`src/rtl/dbn_hidden_sampler_pkg.sv`:
```
// Shared definitions for the DBN hidden-unit sampler: FSM state encoding,
// lane geometry, PLAN sigmoid breakpoints/offsets (Q.8 input, Q0.16 output),
// LFSR parameters and two small arithmetic helpers.
package dbn_pkg;

  localparam int NUM_N  = 16;
  localparam int SUM_W  = 32;
  localparam int FRAC_W = 8;
  localparam int PROB_W = 16;
  localparam int CNT_W  = $clog2(NUM_N);

  typedef enum logic [1:0] {
    IDLE = 2'd0,
    BIAS = 2'd1,
    EVAL = 2'd2,
    DONE = 2'd3
  } state_e;

  // PLAN breakpoints on |x| (Q.8) and the offsets of each linear segment.
  localparam int PLAN_BP_LO   = 256;
  localparam int PLAN_BP_MID  = 608;
  localparam int PLAN_BP_HI   = 1280;
  localparam int PLAN_OFF_LO  = 32768;
  localparam int PLAN_OFF_MID = 40960;
  localparam int PLAN_OFF_HI  = 55296;

  localparam logic [PROB_W-1:0] PROB_HALF = 16'h8000;

  localparam int                LFSR_W    = 16;
  localparam logic [LFSR_W-1:0] LFSR_MASK = 16'hB400;

  localparam logic signed [SUM_W-1:0] SUM_MAX = 32'sh7FFF_FFFF;
  localparam logic signed [SUM_W-1:0] SUM_MIN = 32'sh8000_0000;

  // Signed add clamped to the 32-bit range.
  function automatic logic signed [SUM_W-1:0] sat_add(input logic signed [SUM_W-1:0] a,
                                                     input logic signed [SUM_W-1:0] b);
    logic [SUM_W:0] s;
    s = {a[SUM_W-1], a} + {b[SUM_W-1], b};
    if (s[SUM_W] != s[SUM_W-1]) return s[SUM_W] ? SUM_MIN : SUM_MAX;
    return s[SUM_W-1:0];
  endfunction

  // Galois step: shift right, fold the mask in when a one falls out.
  function automatic logic [LFSR_W-1:0] lfsr_step(input logic [LFSR_W-1:0] v);
    return v[0] ? ((v >> 1) ^ LFSR_MASK) : (v >> 1);
  endfunction

endpackage

```
`src/rtl/dbn_hidden_sampler_plan_sigmoid.sv`:
```
// plan_sigmoid: combinational PLAN approximation of the logistic function.
// Ports:
//   x    in  signed [31:0]  pre-activation, Q24.8
//   prob out [15:0]         sigmoid(x), unsigned Q0.16
module plan_sigmoid
  import dbn_pkg::*;
(
  input  logic signed [SUM_W-1:0]  x,
  output logic        [PROB_W-1:0] prob
);

  logic [SUM_W-1:0]  a;
  logic [PROB_W:0]   t;
  logic [PROB_W-1:0] y;

  // |x|; the most negative value has no positive twin, so clamp it.
  assign a = !x[SUM_W-1]  ? x :
             (x == SUM_MIN) ? SUM_MAX : SUM_W'(-x);

  // Each segment only needs the low bits of a that can be set below its
  // upper breakpoint; t carries one extra bit so the top segment can clamp.
  always_comb begin
    t = '0;
    if (a >= SUM_W'(PLAN_BP_HI))
      t = 17'h0_FFFF;
    else if (a >= SUM_W'(PLAN_BP_MID))
      t = {3'b0, a[10:0], 3'b0} + 17'(PLAN_OFF_HI);
    else if (a >= SUM_W'(PLAN_BP_LO))
      t = {2'b0, a[9:0], 5'b0} + 17'(PLAN_OFF_MID);
    else
      t = {3'b0, a[7:0], 6'b0} + 17'(PLAN_OFF_LO);
    y = t[PROB_W] ? 16'hFFFF : t[PROB_W-1:0];
  end

  // sigmoid(-x) = 1 - sigmoid(x); 0xFFFF - y is a bitwise inversion.
  assign prob = x[SUM_W-1] ? ~y : y;

endmodule

```
`src/rtl/dbn_hidden_sampler.sv`:
```
// dbn_hidden_sampler: adds a per-lane bias to a 16-lane accumulated sum,
// applies the PLAN sigmoid one neuron per cycle and emits binary hidden
// units (threshold or LFSR-stochastic) plus the probability vector.
// Ports:
//   clk, rst              clock, synchronous active-high reset
//   in_valid / in_ready   input handshake for sum_in, bias_in, sample_en
//   sum_in, bias_in       16 x 32b signed Q.8 lanes, lane k at [32k+31:32k]
//   sample_en             1 = stochastic, 0 = threshold at 0x8000
//   out_valid / out_ready output handshake; outputs held while waiting
//   hidden_out            bit k = hidden unit k
//   prob_out              16 x 16b Q0.16, lane k at [16k+15:16k]
module dbn_hidden_sampler
  import dbn_pkg::*;
#(
  parameter logic [LFSR_W-1:0] LFSR_SEED = 16'hACE1
) (
  input  logic                    clk,
  input  logic                    rst,
  input  logic                    in_valid,
  output logic                    in_ready,
  input  logic [NUM_N*SUM_W-1:0]  sum_in,
  input  logic [NUM_N*SUM_W-1:0]  bias_in,
  input  logic                    sample_en,
  output logic                    out_valid,
  input  logic                    out_ready,
  output logic [NUM_N-1:0]        hidden_out,
  output logic [NUM_N*PROB_W-1:0] prob_out
);

  state_e                   state_q, state_d;
  logic [CNT_W-1:0]         cnt_q, cnt_d;
  logic [LFSR_W-1:0]        lfsr_q, lfsr_d;
  logic                     sample_en_q, sample_en_d;
  logic [NUM_N-1:0]         hidden_q, hidden_d;
  logic [NUM_N*PROB_W-1:0]  prob_q, prob_d;
  logic signed [SUM_W-1:0]  acc_q  [NUM_N];
  logic signed [SUM_W-1:0]  acc_d  [NUM_N];
  logic signed [SUM_W-1:0]  bias_q [NUM_N];
  logic signed [SUM_W-1:0]  bias_d [NUM_N];

  logic signed [SUM_W-1:0]  x_sel;
  logic [PROB_W-1:0]        prob_k;
  logic                     hid_k;

  // One sigmoid shared by all lanes, steered by the neuron counter.
  assign x_sel = acc_q[cnt_q];

  plan_sigmoid u_plan_sigmoid (
    .x    (x_sel),
    .prob (prob_k)
  );

  assign hid_k = sample_en_q ? (prob_k >= lfsr_q) : (prob_k >= PROB_HALF);

  always_comb begin
    // NOTE: every variable gets its hold value first so no path leaves it
    // unassigned, which would otherwise infer a latch.
    state_d     = state_q;
    cnt_d       = cnt_q;
    lfsr_d      = lfsr_q;
    sample_en_d = sample_en_q;
    hidden_d    = hidden_q;
    prob_d      = prob_q;
    acc_d       = acc_q;
    bias_d      = bias_q;

    unique case (state_q)
      IDLE: begin
        if (in_valid) begin
          for (int k = 0; k < NUM_N; k++) begin
            acc_d[k]  = sum_in[k*SUM_W +: SUM_W];
            bias_d[k] = bias_in[k*SUM_W +: SUM_W];
          end
          sample_en_d = sample_en;
          cnt_d       = '0;
          state_d     = BIAS;
        end
      end
      BIAS: begin
        // The biased value overwrites the sum in place.
        for (int k = 0; k < NUM_N; k++) acc_d[k] = sat_add(acc_q[k], bias_q[k]);
        state_d = EVAL;
      end
      EVAL: begin
        hidden_d[cnt_q]                 = hid_k;
        prob_d[cnt_q*PROB_W +: PROB_W]  = prob_k;
        lfsr_d                          = lfsr_step(lfsr_q);
        cnt_d                           = cnt_q + CNT_W'(1);
        if (cnt_q == CNT_W'(NUM_N - 1)) state_d = DONE;
      end
      DONE: begin
        if (out_ready) state_d = IDLE;
      end
      default: state_d = IDLE;
    endcase
  end

  // NOTE: sequential state uses non-blocking assignments so every flop
  // samples its _d value from before the edge, independent of block order.
  always_ff @(posedge clk) begin
    if (rst) begin
      state_q     <= IDLE;
      cnt_q       <= '0;
      lfsr_q      <= LFSR_SEED;
      sample_en_q <= 1'b0;
      hidden_q    <= '0;
      prob_q      <= '0;
    end else begin
      state_q     <= state_d;
      cnt_q       <= cnt_d;
      lfsr_q      <= lfsr_d;
      sample_en_q <= sample_en_d;
      hidden_q    <= hidden_d;
      prob_q      <= prob_d;
    end
  end

  // NOTE: the lane storage is deliberately not reset; it is always written
  // on accept before it is read, so a reset would only add fan-out.
  always_ff @(posedge clk) begin
    acc_q  <= acc_d;
    bias_q <= bias_d;
  end

  assign in_ready   = (state_q == IDLE);
  assign out_valid  = (state_q == DONE);
  assign hidden_out = hidden_q;
  assign prob_out   = prob_q;

endmodule

```
`config.mk`:
```
export PLATFORM = sky130hd
export DESIGN_NAME = dbn_hidden_sampler
export DESIGN_NICKNAME = d
export VERILOG_FILES = /design/src/rtl/dbn_hidden_sampler_pkg.sv /design/src/rtl/dbn_hidden_sampler_plan_sigmoid.sv /design/src/rtl/dbn_hidden_sampler.sv
export SDC_FILE = /design/constraint.sdc
export NUM_CORES = 2
export LEC_CHECK = 0
export BUFFER_PORTS_ARGS = -buffer_cell sky130_fd_sc_hd__buf_2
export CAP_MARGIN = 25
export CORE_AREA = 2 2 500 502
export DETAILED_ROUTE_END_ITERATION = 8
export DIE_AREA = 0 0 502 504
export PLACE_DENSITY = 0.59
export SYNTH_ARGS = -nofsm -noshare
export SYNTH_HDL_FRONTEND = slang
export SYNTH_SLANG_ARGS = --single-unit
```
`constraint.sdc`:
```
create_clock -name clk -period 66.3 [get_ports clk]
set_input_delay 9.945 -clock clk [delete_from_list [all_inputs] [get_ports clk]]
set_output_delay 9.945 -clock clk [all_outputs]
set_load 0.03 [all_outputs]
```
# After elaboration in Yosys (flattened, before gate mapping)
# Index checks and enable logic that the tools add are counted.
# totals
inputBits,1029
out_inout_bits,274
reg_bits,1319
word_cells,209
# op_classes
muxes,104
add_sub_neg,22
bitwise_logic,3
n_shift,2
reduce_logical,8
eq_ne,24
order_cmp,8
# op_table
op,count
32-bit 2-to-1 mux,52
512-bit case mux with 2 select lines,1
32-bit by 32-bit adder with 33-bit output,16
512-bit 2-to-1 mux,1
256-bit bitwise mux,1
"16-bit by 34-bit variable shift with 256-bit output, first input constant",1
16-bit by 34-bit indexed part select with 256-bit output,1
32-bit binary-select mux with 4-bit select,1
17-bit 2-to-1 mux,3
16-bit 2-to-1 mux,3
"14-bit by 16-bit adder with 17-bit output, second input constant",2
1-bit 2-to-1 mux,34
8-bit negation with 34-bit output,1
"32-bit equality test, second input constant",1
"32-bit by 10-bit greater-or-equal comparator with 1-bit output, second input constant",1
"32-bit by 11-bit greater-or-equal comparator with 1-bit output, second input constant",1
"32-bit by 9-bit greater-or-equal comparator with 1-bit output, second input constant",1
32-bit negation,1
"15-bit by 16-bit adder with 17-bit output, second input constant",1
16-bit bitwise mux,1
16-bit greater-or-equal comparator,1
"16-bit greater-or-equal comparator, second input constant",1
1-bit != test,16
16-bit inverter,1
21 further kinds,28

# Depth between registers and ports, before layout
# logic_depth
word_depth,17
ltp_mapped,37

# By module
# From an unflattened synthesis, not the netlist that was laid out.
# unflattened
hier_cells,7960
hier_area_um2,81320.5
# by_module_without_submodules
mod,cells_per_inst,instances,area_each_um2,seq_area_each_um2
dbn_hidden_sampler,7689,1,79283.5,36655.2
plan_sigmoid,271,1,2037.0,0.0

# Worst setup path after synthesis
# OpenSTA, ideal clock, no wires.
# synth_timing
path_kind,register to register
start,register state_q[1]
end,"register acc_q[0] in the netlist's numbering, enable pin"
setup_slack_ns,27.211
path_stages_with_launch,9
setup_time_ns,2.099
synth_period_minus_slack_ns,39.089
t_arrival_ns,36.991
path_cell_list,dfxtp_1 -> inv_1 -> ha_1 -> clkbuf_1 -> inv_1 -> clkbuf_1 -> clkbuf_1 -> clkbuf_1 -> o21ai_0
# synth_between
elab_chain_cells,3
elab_cells_between_ends,5
# synth_rtl
item,line,source
from (decl),dbn_hidden_sampler.sv:30,"state_e state_q, state_d;"
from (signal assigned),dbn_hidden_sampler.sv:109,state_q <= state_d;
2-bit by 1-bit equality test with 1-bit output / 2-bit logical NOT (equally long branches),dbn_hidden_sampler.sv:67,unique case (state_q)
2-bit nonzero test (no source line) / 2-bit != test (equally long branches),--,
2-bit AND reduction (no source line) *,--,
to (signal assigned),dbn_hidden_sampler.sv:121,acc_q <= acc_d;
to (decl),dbn_hidden_sampler.sv:36,logic signed [SUM_W-1:0] acc_q [NUM_N];
# Every way passes the cells marked *; elsewhere a longest branch is shown, timed or not.
# A chain may end at the register's enable or synchronous reset.

# Worst setup path in the final report
# layout_timing
start,input in_valid
end,"register bias_q[331] in the netlist's numbering, enable pin"
# layout_between
elab_chain_cells,1
# layout_rtl
item,line,source
from (decl),dbn_hidden_sampler.sv:19,"input logic in_valid,"
2-bit AND reduction (no source line),--,
to (signal assigned),dbn_hidden_sampler.sv:122,bias_q <= bias_d;
to (decl),dbn_hidden_sampler.sv:38,logic signed [SUM_W-1:0] bias_q [NUM_N];
# Every way passes these cells.

==> parameters.txt <==
Parameter                              Value

Placed design
  Setup Slack @ Placement ... approximately 52 ns
  Area after DPL ... about 88000 um2
  Dpl hpwl ... between 200 and 300 mm
  RD Place Congestion ... between 0.9 and 1
  Port bufs ... between 1000 and 1500
  Placed Cells incl. Taps ... between 10000 and 15000

Critical path
  End of the worst register-to-register path ... hidden_out[4]
  Worst reg-to-reg path cell count ... 28
  Cell mode on critical path ... buf_4
  Largest driver fanout on the critical path ... ~90
  Worst Setup Start Kind ... primary input
  Critical path destination ... bias_q[331]
  Reg-to-reg slack, setup ... 55.33 ns
  Kind of capture point of the worst setup path ... flip-flop
  Cell family with most CP delay ... buffers and inverters
  CP Buf/Inv Count ... 6
  Critical setup path kind ... in -> reg
  Ordered cell list for the critical path ... buf_2, nand2_1, inv_8, buf_4, buf_4, buf_4, buf_4
  Crit-path slowest cell ... buf_4
  Crit path from ... in_valid
  FF-to-FF Start ... cnt_q[0]
  Critical path required time ... between 60 and 70 ns
  WP depth ... 7
  Delay of the slowest critical-path stage ... 0.86 ns
  Data arrival, critical path ... between 10 and 15 ns

GRT
  Pin count of the biggest net entering global routing ... 172
  Combined global-route utilization of all metal layers ... 0.277
  Gr ovfl total ... 0
  First-pass GRT wire length ... roughly 500 mm
  Initial antenna violation count ... 127
  Number of global-route vias before repair ... between 60000 and 70000

Cells and area
  Commonest cells after routing, fill and taps aside ... 1302 x buf_2, 1024 x edfxtp_1, 576 x nand2_1
  Post-layout instance area ... about 93000 um2
  Ratio of cells with drive above 1 in the final layout ... 0.215
  Fin nets ... between 10000 and 15000
  Final core occ ... 0.376
  Most common library cell in the layout ignoring fill and taps ... buf_2
  Area growth syn-to-layout ... 19.4%
  Number of fill cells in the layout ... around 25000
  Post-layout instance count excluding filler cells ... roughly 12000

CTS
  Clock root buffer master ... clkbuf_16
  Hold Buf Count CTS ... 0
  Maximum clock insertion buffer count ... 3
  Sinks on Clock Net ... between 1000 and 1500
  Clock latency reported for the late side of the worst-skew pair ... ~0.84 ns
  CTS tree ... yes
  Clock input transition at the sequential cells of the worst setup and hold paths ... 0.06 ns
  Number of CTS-inserted buffers ... about 160
  H-tree level count ... 4
  Total of cells resized after clock tree synthesis ... 0
  Post-CTS Setup Inserts ... 0

Yosys
  Syn Nets ... 8919
  Netlist cell types ... roughly 100
  Flop and latch count out of synthesis ... roughly 1300
  Count of warnings emitted by yosys ... 0
  Ys async rst share ... 0
  Mapped cell area ... around 80000 um2
  Yosys top cell area share ... 0.395
  EDFF count, synth ... 1024
  Leading post-synthesis cells by cell area ... edfxtp_1 39%, ha_1 9.2%, dfxtp_1 6.8%, mux4_2 3.9%, a21oi_1 3.5%
  Per-instance average area after synthesis ... ~11 um2
  Proportion of synthesized chip area in sequential cells ... 0.462
  Number of instances in the synthesized netlist ... about 7300
  Post-synth top flop ... edfxtp_1
  Cell accounting for the most synthesized area ... edfxtp_1

Drt
  Number of DRC markers in iteration 0 ... about 7000
  Vias/cell ... approximately 5.7
  Drt total wl ... about 360 mm
  Vias after detailed routing ... between 60000 and 70000
  Post-detailed-route wirelength per cell ... between 30 and 40 um
  Number of search-and-repair iterations in the first detailed-routing pass ... 6
  Remaining antenna violation count ... 0
  DRC errors left ... 0

STA
  Setup repair after global routing missed its margin ... no
  Number of max-slew violations in the final report ... 0
  Post-route setup slack ... about 53 ns
  Post-Route Hold Slack ... about 0.44 ns
  Maximum clock frequency ... 72.8 MHz
  Final-layout setup total negative slack ... 0 ns
  Crit share post-route ... 0.207
  Shortest period the worst path allows ... roughly 14 ns
  Slew of the pin with the lowest slew margin ... 1.23 ns
  Number of failing setup endpoints in the final timing report ... 0
  Fin. Hold Viols ... 0
  Slew Limit Headroom ... 0.178
  Max Clock Skew ... roughly 0.055 ns

Floorplan
  Vertical die dimension ... just over 500 um
  Horizontal extent of the die ... 502 um
  Site Rows ... ~180
  Starting density of the core ... 0.315
  Core Box Area ... 248000 um2
  Die outline area ... between 200000 and 300000 um2
  Top-Level Pins ... roughly 1300

Power and ir drop
  Total design power ... just over 6 mW
  Clock share of power ... 0.139
  Power Density ... 66.3 nW/um2
  Net switching power ... a little over 3 mW
  Largest voltage drop on the vdd net ... around 55 uV
  Combinational fraction of design power ... 0.606
  Relative contribution of sequential cells to total power ... 0.255
  Static power due to leakage ... between 30 and 40 nW
  Int Pwr ... 3.10 mW
  Switching part of the total power ... 0.498

Worst hold path
  Worst Hold Class ... reg -> reg

Status
  Outcome ... completed

Run
  Number of max-cap violations ... 0
==> worst reg2reg max path, delay by kind of cell (launching register included) <==
kind            cells  cell delay (ns)
simple gates       12             3.11
buf+inv             3             1.43
compound gates     10             4.38
fa+ha+maj           2             0.55
mux                 1             0.76
flops               1             0.56
==> Yosys cell counts, drive strengths merged (17+ instances only) <==
cell type	n
a22o	24
a22oi	28
clkbuf	235
nor2	526
o41ai	26
o31ai	107
nor3b	17
o311ai	18
a21boi	27
dfxtp	263
a21o	122
a211oi	61
nand2	577
nor4	22
o21ai	583
a2111oi	23
xor2	166
nor3	181
or3	124
a221o	17
o21a	81
nor2b	75
mux4	136
a311oi	35
nand2b	94
edfxtp	1024
a21oi	540
o221ai	21
ha	572
o2bb2ai	57
inv	189
and3	62
mux2i	24
o21bai	17
a221oi	17
nand4	43
buf	119
o211ai	76
o22a	290
xnor2	235
and2	61
nand3	159
a31oi	55
==> state kept, by name, summed over array words and instances (netlist names) <==
| signal | cells |
|---|---|
| lfsr_q | 16 |
| state_q | 2 |
| prob_out | 224 |
| hidden_out | 16 |
| bias_q | 512 |
| acc_q | 512 |
| sample_en_q | 1 |
| cnt_q | 4 |
==> power by group through the flow <==
stage                     clock (mW)  combinational, mW  sequential, mW
after floorplan                    0               2.54            1.68
after global placement             0               3.59            1.58
after detailed placement           0               3.65            1.58
after CTS                      0.867               3.68            1.57
after global routing           0.896               4.05            1.58
final                          0.854               3.74            1.57
==> cells by family after synthesis <==
logic type,count (synthesis),share of synthesized area
adder cells (fa/ha/maj),588,0.0960
AO/OA/AOI/OAI,2326,0.201
buffers and inverters,550,0.0307
flip-flops,1287,0.462
multiplexers,166,0.0433
AND/OR/NAND/NOR,1984,0.121
XOR/XNOR,401,0.0453
==> worst min path at each step <==
stage,from,endpoint,slack (ns),cells after the start
detailed placement,prob_out[38],prob_out[38],0.44,2
floorplan,lfsr_q[6],lfsr_q[5],0.45,2
CTS,prob_out[195],prob_out[195],0.45,2
global placement,prob_out[51],prob_out[51],0.43,2
global route,prob_out[51],prob_out[51],0.47,2
finish,prob_out[123],prob_out[123],0.44,2
==> metal layers <==
| metal | global-route usage | part of all wire |
|---|---|---|
| met1 | 0.337 | 0.39 |
| met2 | 0.443 | 0.46 |
| met3 | 0.0543 | 0.080 |
| met4 | 0.185 | 0.076 |
| met5 | 0 | 0.0012 |
==> layout make-up <==
type / count / area, um2 / area share
tap: 3330 / 4170 / 0.0448
timing repair buffer: 1389 / 7320 / 0.0787
multi-input combinational: 5465 / 39600 / 0.426
antenna: 81 / 203 / 0.00218
clock inverter: 72 / 596 / 0.00640
sequential: 1287 / 36000 / 0.387
clock buffer: 208 / 4350 / 0.0467
inverter: 196 / 748 / 0.00804
Power figures use the tool's default switching activity.
